$ cat src/rtl/seg_scan_capture_if.sv
// seg_scan_capture_if
// Multiplexed display bus as seen by a loop-back monitor, plus the monitor's
// read-back results.
//   hex_i    : active-low segment lines, bit 6 = a ... bit 0 = g
//   an_i     : active-low anode strobes, one low bit per active digit slot
//   digits_o : captured 4-bit code per position, position n at [4n+3:4n]
//   valid_o  : position has committed at least once since reset
//   err_o    : last commit at the position was an illegal segment pattern
//   upd_o    : one-cycle pulse per commit
//   frame_o  : one-cycle pulse when every position has committed
// master : display side / bench (drives the bus, reads results)
// slave  : capture block
interface seg_scan_capture_if #(
  parameter int DIGITS = 8
);
  logic [6:0]          hex_i;
  logic [DIGITS-1:0]   an_i;
  logic [4*DIGITS-1:0] digits_o;
  logic [DIGITS-1:0]   valid_o;
  logic [DIGITS-1:0]   err_o;
  logic                upd_o;
  logic                frame_o;

  modport master (
    output hex_i, an_i,
    input  digits_o, valid_o, err_o, upd_o, frame_o
  );

  modport slave (
    input  hex_i, an_i,
    output digits_o, valid_o, err_o, upd_o, frame_o
  );
endinterface

$ cat src/rtl/seg_scan_capture.sv
// seg_scan_capture
// Samples a multiplexed seven-segment bus, waits until a digit slot has been
// stable for STABLE_CYCLES identical samples, decodes the segment pattern back
// to a 4-bit code and stores it per digit position.
//   clk100_i : system clock, rising edge
//   rstn_i   : asynchronous active-low reset
//   bus      : seg_scan_capture_if.slave (hex_i/an_i in, results out)
module seg_scan_capture #(
  parameter int DIGITS        = 8,
  parameter int STABLE_CYCLES = 4
) (
  input  logic                clk100_i,
  input  logic                rstn_i,
  seg_scan_capture_if.slave   bus
);
  localparam int SW = DIGITS + 7;
  localparam int CW = $clog2(STABLE_CYCLES);
  localparam logic [CW-1:0] CNT_MAX = CW'(STABLE_CYCLES - 1);

  typedef enum logic {ST_WAIT, ST_DONE} state_t;

  state_t              r_state, w_state_nxt;
  logic [SW-1:0]       r_s_q;
  logic [CW-1:0]       r_cnt, w_cnt_nxt;
  logic [4*DIGITS-1:0] r_digits;
  logic [DIGITS-1:0]   r_valid, r_err, r_seen;
  logic                r_upd, r_frame;

  logic [SW-1:0]       w_in;
  logic [DIGITS-1:0]   w_anl, w_sel;
  logic                w_same, w_onehot, w_commit, w_frame, w_illegal;
  logic [3:0]          w_code;

  // Returns {illegal, code}; blank is a legal 4'hF.
  function automatic logic [4:0] decode(input logic [6:0] seg);
    case (seg)
      7'b0000001: decode = 5'h00;
      7'b1001111: decode = 5'h01;
      7'b0010010: decode = 5'h02;
      7'b0000110: decode = 5'h03;
      7'b1001100: decode = 5'h04;
      7'b0100100: decode = 5'h05;
      7'b0100000: decode = 5'h06;
      7'b0001111: decode = 5'h07;
      7'b0000000: decode = 5'h08;
      7'b0000100: decode = 5'h09;
      7'b1111111: decode = 5'h0F;
      default:    decode = 5'h1E;
    endcase
  endfunction

  always_comb begin
    w_in     = {bus.an_i, bus.hex_i};
    w_anl    = ~bus.an_i;
    // Exactly one strobe low: non-zero and a power of two.
    w_onehot = (w_anl != '0) && ((w_anl & (w_anl - DIGITS'(1))) == '0);
    w_same   = (w_in == r_s_q);
    // At a commit the live input equals s_q, so the registered copy is used.
    w_sel    = ~r_s_q[SW-1:7];
    {w_illegal, w_code} = decode(r_s_q[6:0]);
  end

  // Next state / counter: the equality test uses the current input, so a
  // change on the would-be commit edge suppresses the commit.
  always_comb begin
    w_state_nxt = r_state;
    w_cnt_nxt   = '0;
    w_commit    = 1'b0;
    if (!w_onehot) begin
      w_state_nxt = ST_WAIT;
    end else if (w_same) begin
      w_cnt_nxt = (r_cnt == CNT_MAX) ? r_cnt : r_cnt + CW'(1);
      if (r_state == ST_WAIT && r_cnt == CNT_MAX) begin
        w_commit    = 1'b1;
        w_state_nxt = ST_DONE;
      end
    end else begin
      w_state_nxt = ST_WAIT;
    end
  end

  assign w_frame = w_commit && ((r_seen | w_sel) == '1);

  always_ff @(posedge clk100_i or negedge rstn_i) begin
    if (!rstn_i) begin
      r_state  <= ST_WAIT;
      r_s_q    <= '0;
      r_cnt    <= '0;
      r_digits <= '1;
      r_valid  <= '0;
      r_err    <= '0;
      r_seen   <= '0;
      r_upd    <= 1'b0;
      r_frame  <= 1'b0;
    end else begin
      r_state <= w_state_nxt;
      r_s_q   <= w_in;
      r_cnt   <= w_cnt_nxt;
      r_upd   <= w_commit;
      r_frame <= w_frame;
      if (w_commit) begin
        for (int n = 0; n < DIGITS; n++) begin
          if (w_sel[n]) begin
            r_digits[4*n +: 4] <= w_code;
            r_valid[n]         <= 1'b1;
            r_err[n]           <= w_illegal;
          end
        end
        // Frame completion restarts the seen set from empty.
        r_seen <= w_frame ? '0 : (r_seen | w_sel);
      end
    end
  end

  assign bus.digits_o = r_digits;
  assign bus.valid_o  = r_valid;
  assign bus.err_o    = r_err;
  assign bus.upd_o    = r_upd;
  assign bus.frame_o  = r_frame;
endmodule
$ cat src/flat_wrapper.sv
// flat-port wrapper written by rule: the top's interface ports become plain ports
module seg_scan_capture_flat 
#(
  parameter int DIGITS        = 8,
  parameter int STABLE_CYCLES = 4
)
  (clk100_i, rstn_i, bus_hex_i, bus_an_i, bus_digits_o, bus_valid_o, bus_err_o, bus_upd_o, bus_frame_o);
  seg_scan_capture_if #(.DIGITS(DIGITS)) bus_i ();
  input  logic clk100_i;
  input  logic rstn_i;
  input wire logic [$bits(bus_i.hex_i)-1:0] bus_hex_i;
  input wire logic [$bits(bus_i.an_i)-1:0] bus_an_i;
  output wire logic [$bits(bus_i.digits_o)-1:0] bus_digits_o;
  output wire logic [$bits(bus_i.valid_o)-1:0] bus_valid_o;
  output wire logic [$bits(bus_i.err_o)-1:0] bus_err_o;
  output wire logic [$bits(bus_i.upd_o)-1:0] bus_upd_o;
  output wire logic [$bits(bus_i.frame_o)-1:0] bus_frame_o;
  assign bus_i.hex_i = bus_hex_i;
  assign bus_i.an_i = bus_an_i;
  assign bus_digits_o = bus_i.digits_o;
  assign bus_valid_o = bus_i.valid_o;
  assign bus_err_o = bus_i.err_o;
  assign bus_upd_o = bus_i.upd_o;
  assign bus_frame_o = bus_i.frame_o;
  seg_scan_capture #(.DIGITS(DIGITS), .STABLE_CYCLES(STABLE_CYCLES)) u_core (.clk100_i(clk100_i), .rstn_i(rstn_i), .bus(bus_i));
endmodule
$ cat config.mk
export PLATFORM = sky130hd
export DESIGN_NAME = seg_scan_capture_flat
export DESIGN_NICKNAME = d
export VERILOG_FILES = /design/src/rtl/seg_scan_capture_if.sv /design/src/rtl/seg_scan_capture.sv /design/src/flat_wrapper.sv
export SDC_FILE = /design/constraint.sdc
export NUM_CORES = 1
export LEC_CHECK = 0
export BUFFER_PORTS_ARGS = -buffer_cell sky130_fd_sc_hd__buf_4
export CORE_ASPECT_RATIO = 1.4
export CORE_MARGIN = 10
export CORE_UTILIZATION = 55
export DETAILED_ROUTE_END_ITERATION = 8
export GPL_TIMING_DRIVEN = 0
export PLACE_DENSITY = 0.79
export SYNTH_ARGS = -nofsm -noshare
export SYNTH_HDL_FRONTEND = slang
export SYNTH_SLANG_ARGS = --single-unit
$ cat constraint.sdc
create_clock -name clk100_i -period 2.6 [get_ports clk100_i]
set_input_delay 0.65 -clock clk100_i [delete_from_list [all_inputs] [get_ports clk100_i]]
set_output_delay 0.65 -clock clk100_i [all_outputs]
set_load 0.005 [all_outputs]
# After elaboration in Yosys (flattened, before gate mapping)
# Index checks and enable logic that the tools add are counted.
# classes
n_bitwise,5
n_eq_ne,15
addsub,2
mux,11
n_reduce_logical,14
# op_table
cell,n
5-bit case mux with 11 select lines,1
"7-bit equality test, second input constant",3
8-bit NOT,2
2-bit AND reduction,8
15-bit equality test,1
"7-bit by 3-bit equality test with 1-bit output, second input constant",2
"7-bit by 6-bit equality test with 1-bit output, second input constant",2
8-bit AND,1
"8-bit equality test, second input constant",1
8-bit logical NOT,1
8-bit 2-to-1 mux,1
8-bit OR,1
8-bit nonzero test,1
"8-bit by 1-bit subtractor with 8-bit output, second input constant",1
"7-bit by 1-bit equality test with 1-bit output, second input constant",1
"7-bit by 4-bit equality test with 1-bit output, second input constant",1
"7-bit by 5-bit equality test with 1-bit output, second input constant",1
7-bit logical NOT,1
1-bit 2-to-1 mux,6
2-bit 2-to-1 mux,3
"3-bit inequality test, second input constant",2
1-bit logical AND,3
"2-bit by 1-bit adder with 2-bit output, second input constant",1
"2-bit equality test, second input constant",1
1-bit NOT,1
# totals
regBits,76
word_cells,77
inputBits,17
out_inout_bits,50

# Depth between registers and ports, before layout
# logic_depth
ltp_word,8
mapped_depth,7
ltp_nobuf,5

# Worst setup path after synthesis
# OpenSTA, ideal clock, no wires.
# synth_timing
kind,input -> register
start,input port bus_an_i[2]
end,"register u_core.r_digits[0], in the netlist u_core.bus.digits_o[0]"
t_required_ns,2.523
setup_ns,0.077
n_path_buf,1
arrival_ns,2.465
cell_stages,5
setup_slack_ns,0.058
path_cell_list,or4b_1 -> a311o_1 -> buf_6 -> a2111oi_4 -> mux2i_1
# synth_via
elab_chain_len,7
elab_cells_between_ends,10
cone_classes,add/sub (1); eq/ne (1); mux (2); bitwise (2); reduce/logical (4)
# synth_lines
item,line_no,source
from (decl),flat_wrapper.sv:12,input wire logic [$bits(bus_i.an_i)-1:0] bus_an_i;
8-bit NOT,seg_scan_capture.sv:54,w_anl = ~bus.an_i;
8-bit by 1-bit subtractor with 8-bit output,seg_scan_capture.sv:56,w_onehot = (w_anl != '0) && ((w_anl & (w_anl - DIGITS'(1))) == '0);
8-bit AND,seg_scan_capture.sv:56,
8-bit logical NOT,seg_scan_capture.sv:56,
1-bit logical AND,seg_scan_capture.sv:56,
1-bit 2-to-1 mux *,seg_scan_capture.sv:69,if (!w_onehot) begin
2-bit AND reduction (no source line) *,-,
"to (signal, indexed assignment)",seg_scan_capture.sv:104,r_digits[4*n +: 4] <= w_code;
to (decl),seg_scan_capture.sv:25,logic [4*DIGITS-1:0] r_digits;
# Mark *: on every way between the ends. The rest lies on a longest branch, timed or not.
# A chain may end at the register's enable or synchronous reset.

# Worst setup path in the final report
# layout_timing
start,register u_core.r_s_q[1]
end,"register u_core.r_digits[2], in the netlist u_core.bus.digits_o[2]"
# layout_via
elab_chain_len,4
elab_cells_between_ends,16
cone_classes,eq/ne (11); mux (3); reduce/logical (2)
# layout_lines
item,line_no,source
from (decl),seg_scan_capture.sv:23,logic [SW-1:0] r_s_q;
from (signal assigned),seg_scan_capture.sv:97,r_s_q <= w_in;
15-bit equality test,seg_scan_capture.sv:57,w_same = (w_in == r_s_q);
1-bit 2-to-1 mux,seg_scan_capture.sv:71,end else if (w_same) begin
1-bit 2-to-1 mux,seg_scan_capture.sv:69,
2-bit AND reduction (no source line),-,
# Parallel ways exist; a longest one is shown, timed or not.

==> qor.yml <==
grt_pass1_vias: 2616
drt_iter0_markers: 153
wl_per_cell_um: 17.61
yosysMostFrequentCell: "inv_1"
synth_top_family_by_area: "compound AO/OA/AOI/OAI gates"
core_um2: 6254
power_frac_comb_pct: 5.2
status: "completed"
synth.area.mux_share_pct: 11.57
portBuffers: 66
clkPwrFrac_pct: 42.5
antenna_found_initial: 0
rsz0062_at_grt: "false"
antenna_left: 0
n_antenna_cell: 0
dieArea_um2: 10110
drc_errors: 0
die_x_um: 87.87
fill_cells: 452
fp.dieH_um: 115.0
critical-path-slowest-cell: "or3_1"
dp_cells: 425
post-route-period-util_pct: 95.26
yosysSeqAreaShare_pct: 54.74
dp.final_hpwl_um: 5511
grt_max_degree: 77
synth_nets: 305
ios: 67
synth_area_leaders: "dfrtp_1 (31%), dfstp_2 (24%), mux2i_1 (12%)"
p_sw_w: 0.0005346
slew_headroom_pct: 26.34
yosysWarnings: 0
holdWs_ns: 0.4150
overflow: 0
setup_ws_ns: 0.1233
fin_cells: 452
cp_max_fo: 9
clock_latency_ns: 0.35
max_cap_viol_count: 0
synth-xor-area-share_pct: 3.951
drv_slew: 0
synth_fa_ha_area_share_pct: 0.3527
crit_path_start_kind: "register"
synth_top_area_share_pct: 31.04
finClkSkew_ns: 0.01232
ys_ff_latch: 76
worstPathArrival_ns: 2.76
cp.required_ns: 2.88
synth_compound_area_share_pct: 12.42
cts_buffers: 9
p_seq_share_pct: 52.2
path_clk_slew_ns: 0.09
grt_pass1_wl_um: 12970
p_leak_nw: 2.094
yosysUniqueCellTypes: 46
cts_tree: "yes"
ys_top_cells_by_count: "inv_1 (50), dfrtp_1 (44), mux2i_1 (41)"
tightest_slew_ns: 1.098
root_buffer: "clkbuf_8"
cts_buffer_depth: 2
syn_area_per_cell_um2: 12.36
vias: 2444
htree_levels: 3
async_flop_share_pct: 100.0
hold_class: "primary input to asynchronous set/reset pin"
first_pass_iters: 4
drive_above_1_share_pct: 39.21
worstPathCellList: "buf_1 > xnor2_1 > nand3_1 > or3_1 > a2111oi_4 > buf_4 > mux2i_1"
setup_violations: 0
syn2layout_area_growth_pct: 25.26
path_class: "register to register"
rows: 34
syn_inst: 287
ir_worst_vdd_uv: 350.0
synth-simple-area-share_pct: 10.30
final_nets: 393
period_needed_ns: 2.477
finalHoldViolations: 0
p_sw_share_pct: 23.08
clock_sink_count: 76
netlist_area_um2: 3547
cts_hold_buffers: 0
yosysTopAreaCell: "dfrtp_1"
grt_usage_pct: 16.23
gp_congestion: 0.8048
post_drt_via_cell_ratio: 5.407
pre_cts_ws_ns: -0.3216
drt_wl_total_um: 7961
synth_enable_flop_cells: 0
end_kind: "register"
powerDensity_nw_per_um2: 521.4
max_freq_mhz: 403.8
p_total_w: 0.002317
p_int_w: 0.001782
start_util_pct: 56.72
synth_flop_cell: "dfrtp_1"
critPathMaxStageDelay_ns: 0.49
[power groups by stage]
stage / Sequential (W) / Clock (W) / Combinational, W
after CTS: 0.00121 / 0.00100 / 0.000125
after global routing: 0.00121 / 0.00105 / 0.000135
after floorplan: 0.00123 / 0 / 0.0000588
final: 0.00121 / 0.000985 / 0.000121
after global placement: 0.00123 / 0 / 0.000122
after detailed placement: 0.00123 / 0 / 0.000124
[stage by stage]
stage                     TNS (ns)  utilization (%)  instance area, um2
after floorplan                  0                -                3547
after global placement      -12.39            66.09                4133
after detailed placement    -13.75            66.09                4133
after CTS                        0            69.65                4355
after global routing             0            71.05                4443
final                            0            71.05                4443
[registers in the layout, indices dropped and copies added (netlist names)]
register,flops
u_core.r_state,1
u_core.bus.valid_o,8
u_core.bus.upd_o,1
u_core.bus.err_o,8
u_core.r_s_q,15
u_core.r_cnt,2
u_core.bus.digits_o,32
u_core.r_seen,8
u_core.bus.frame_o,1
[per-layer routing]
metal	part of all wire [%]	wire length (um)	GRT usage (%)
met1	40	3217	18.91
met2	52	4156	26.90
met4	1.3	107	6.930
met3	6.0	479	4.812
met5	0	0	0
[area by class of cell]
type | count | area (um2) | area share [%]
Clock buffer | 10 | 127.6 | 2.872
Multi-Input combinational cell | 151 | 1378 | 31.01
Sequential cell | 76 | 1942 | 43.71
Tap cell | 72 | 90.09 | 2.028
Buffer | 9 | 45.04 | 1.014
Clock inverter | 6 | 87.58 | 1.971
Timing Repair Buffer | 78 | 585.6 | 13.18
Inverter | 50 | 187.7 | 4.224
[kinds of logic after synthesis]
group           Yosys count
buf+inv                  60
flops                    76
compound gates           34
fa+ha+maj                 1
simple gates             59
xor+xnor                 16
mux                      41
[worst max-delay path: cells and delay by family (launching register included)]
kind / cells / cell delay, ns
buf+inv: 2 / 0.53
simple gates: 2 / 0.77
compound gates: 1 / 0.40
mux: 1 / 0.20
flops: 1 / 0.34
xor+xnor: 1 / 0.17
[cell usage in the layout (no fill, tap or decap), drive strengths merged, types with 3 or more instances in the layout]
| master | count |
|---|---|
| buf | 84 |
| inv | 51 |
| and3 | 3 |
| or2 | 8 |
| xnor2 | 7 |
| or3 | 9 |
| nor4 | 4 |
| a21oi | 3 |
| nand2 | 6 |
| o21ai | 3 |
| xor2 | 9 |
| and2 | 3 |
| a2bb2oi | 9 |
| mux2i | 41 |
| clkinv | 3 |
| nor3 | 4 |
| nand2b | 3 |
| clkbuf | 13 |
| dfrtp | 44 |
| nand3 | 6 |
| dfstp | 32 |
| a2111oi | 10 |
[repair_timing]
| item | CTS | global route |
|---|---|---|
| resized for setup | 2 | 1 |
| setup buffers | 0 | 12 |
| pin swaps | 0 | 8 |
| setup endpoints to repair | 16 | 36 |
[final timing paths]
check / from / end / slack (ns) / cells after the start
setup reg to reg: u_core.r_s_q[1] / u_core.bus.digits_o[2] / 0.12 / 7
max in group asynchronous: rstn_i / u_core.r_s_q[0] / 1.56 / 1
hold / removal: rstn_i / u_core.bus.valid_o[7] / 0.42 / 1
min in group clk100_i: bus_hex_i[6] / u_core.r_s_q[6] / 0.42 / 1
hold reg to reg: u_core.bus.digits_o[1] / u_core.bus.digits_o[1] / 0.47 / 2
setup / recovery: u_core.r_s_q[1] / u_core.bus.digits_o[2] / 0.12 / 7
Power figures use the tool's default switching activity.
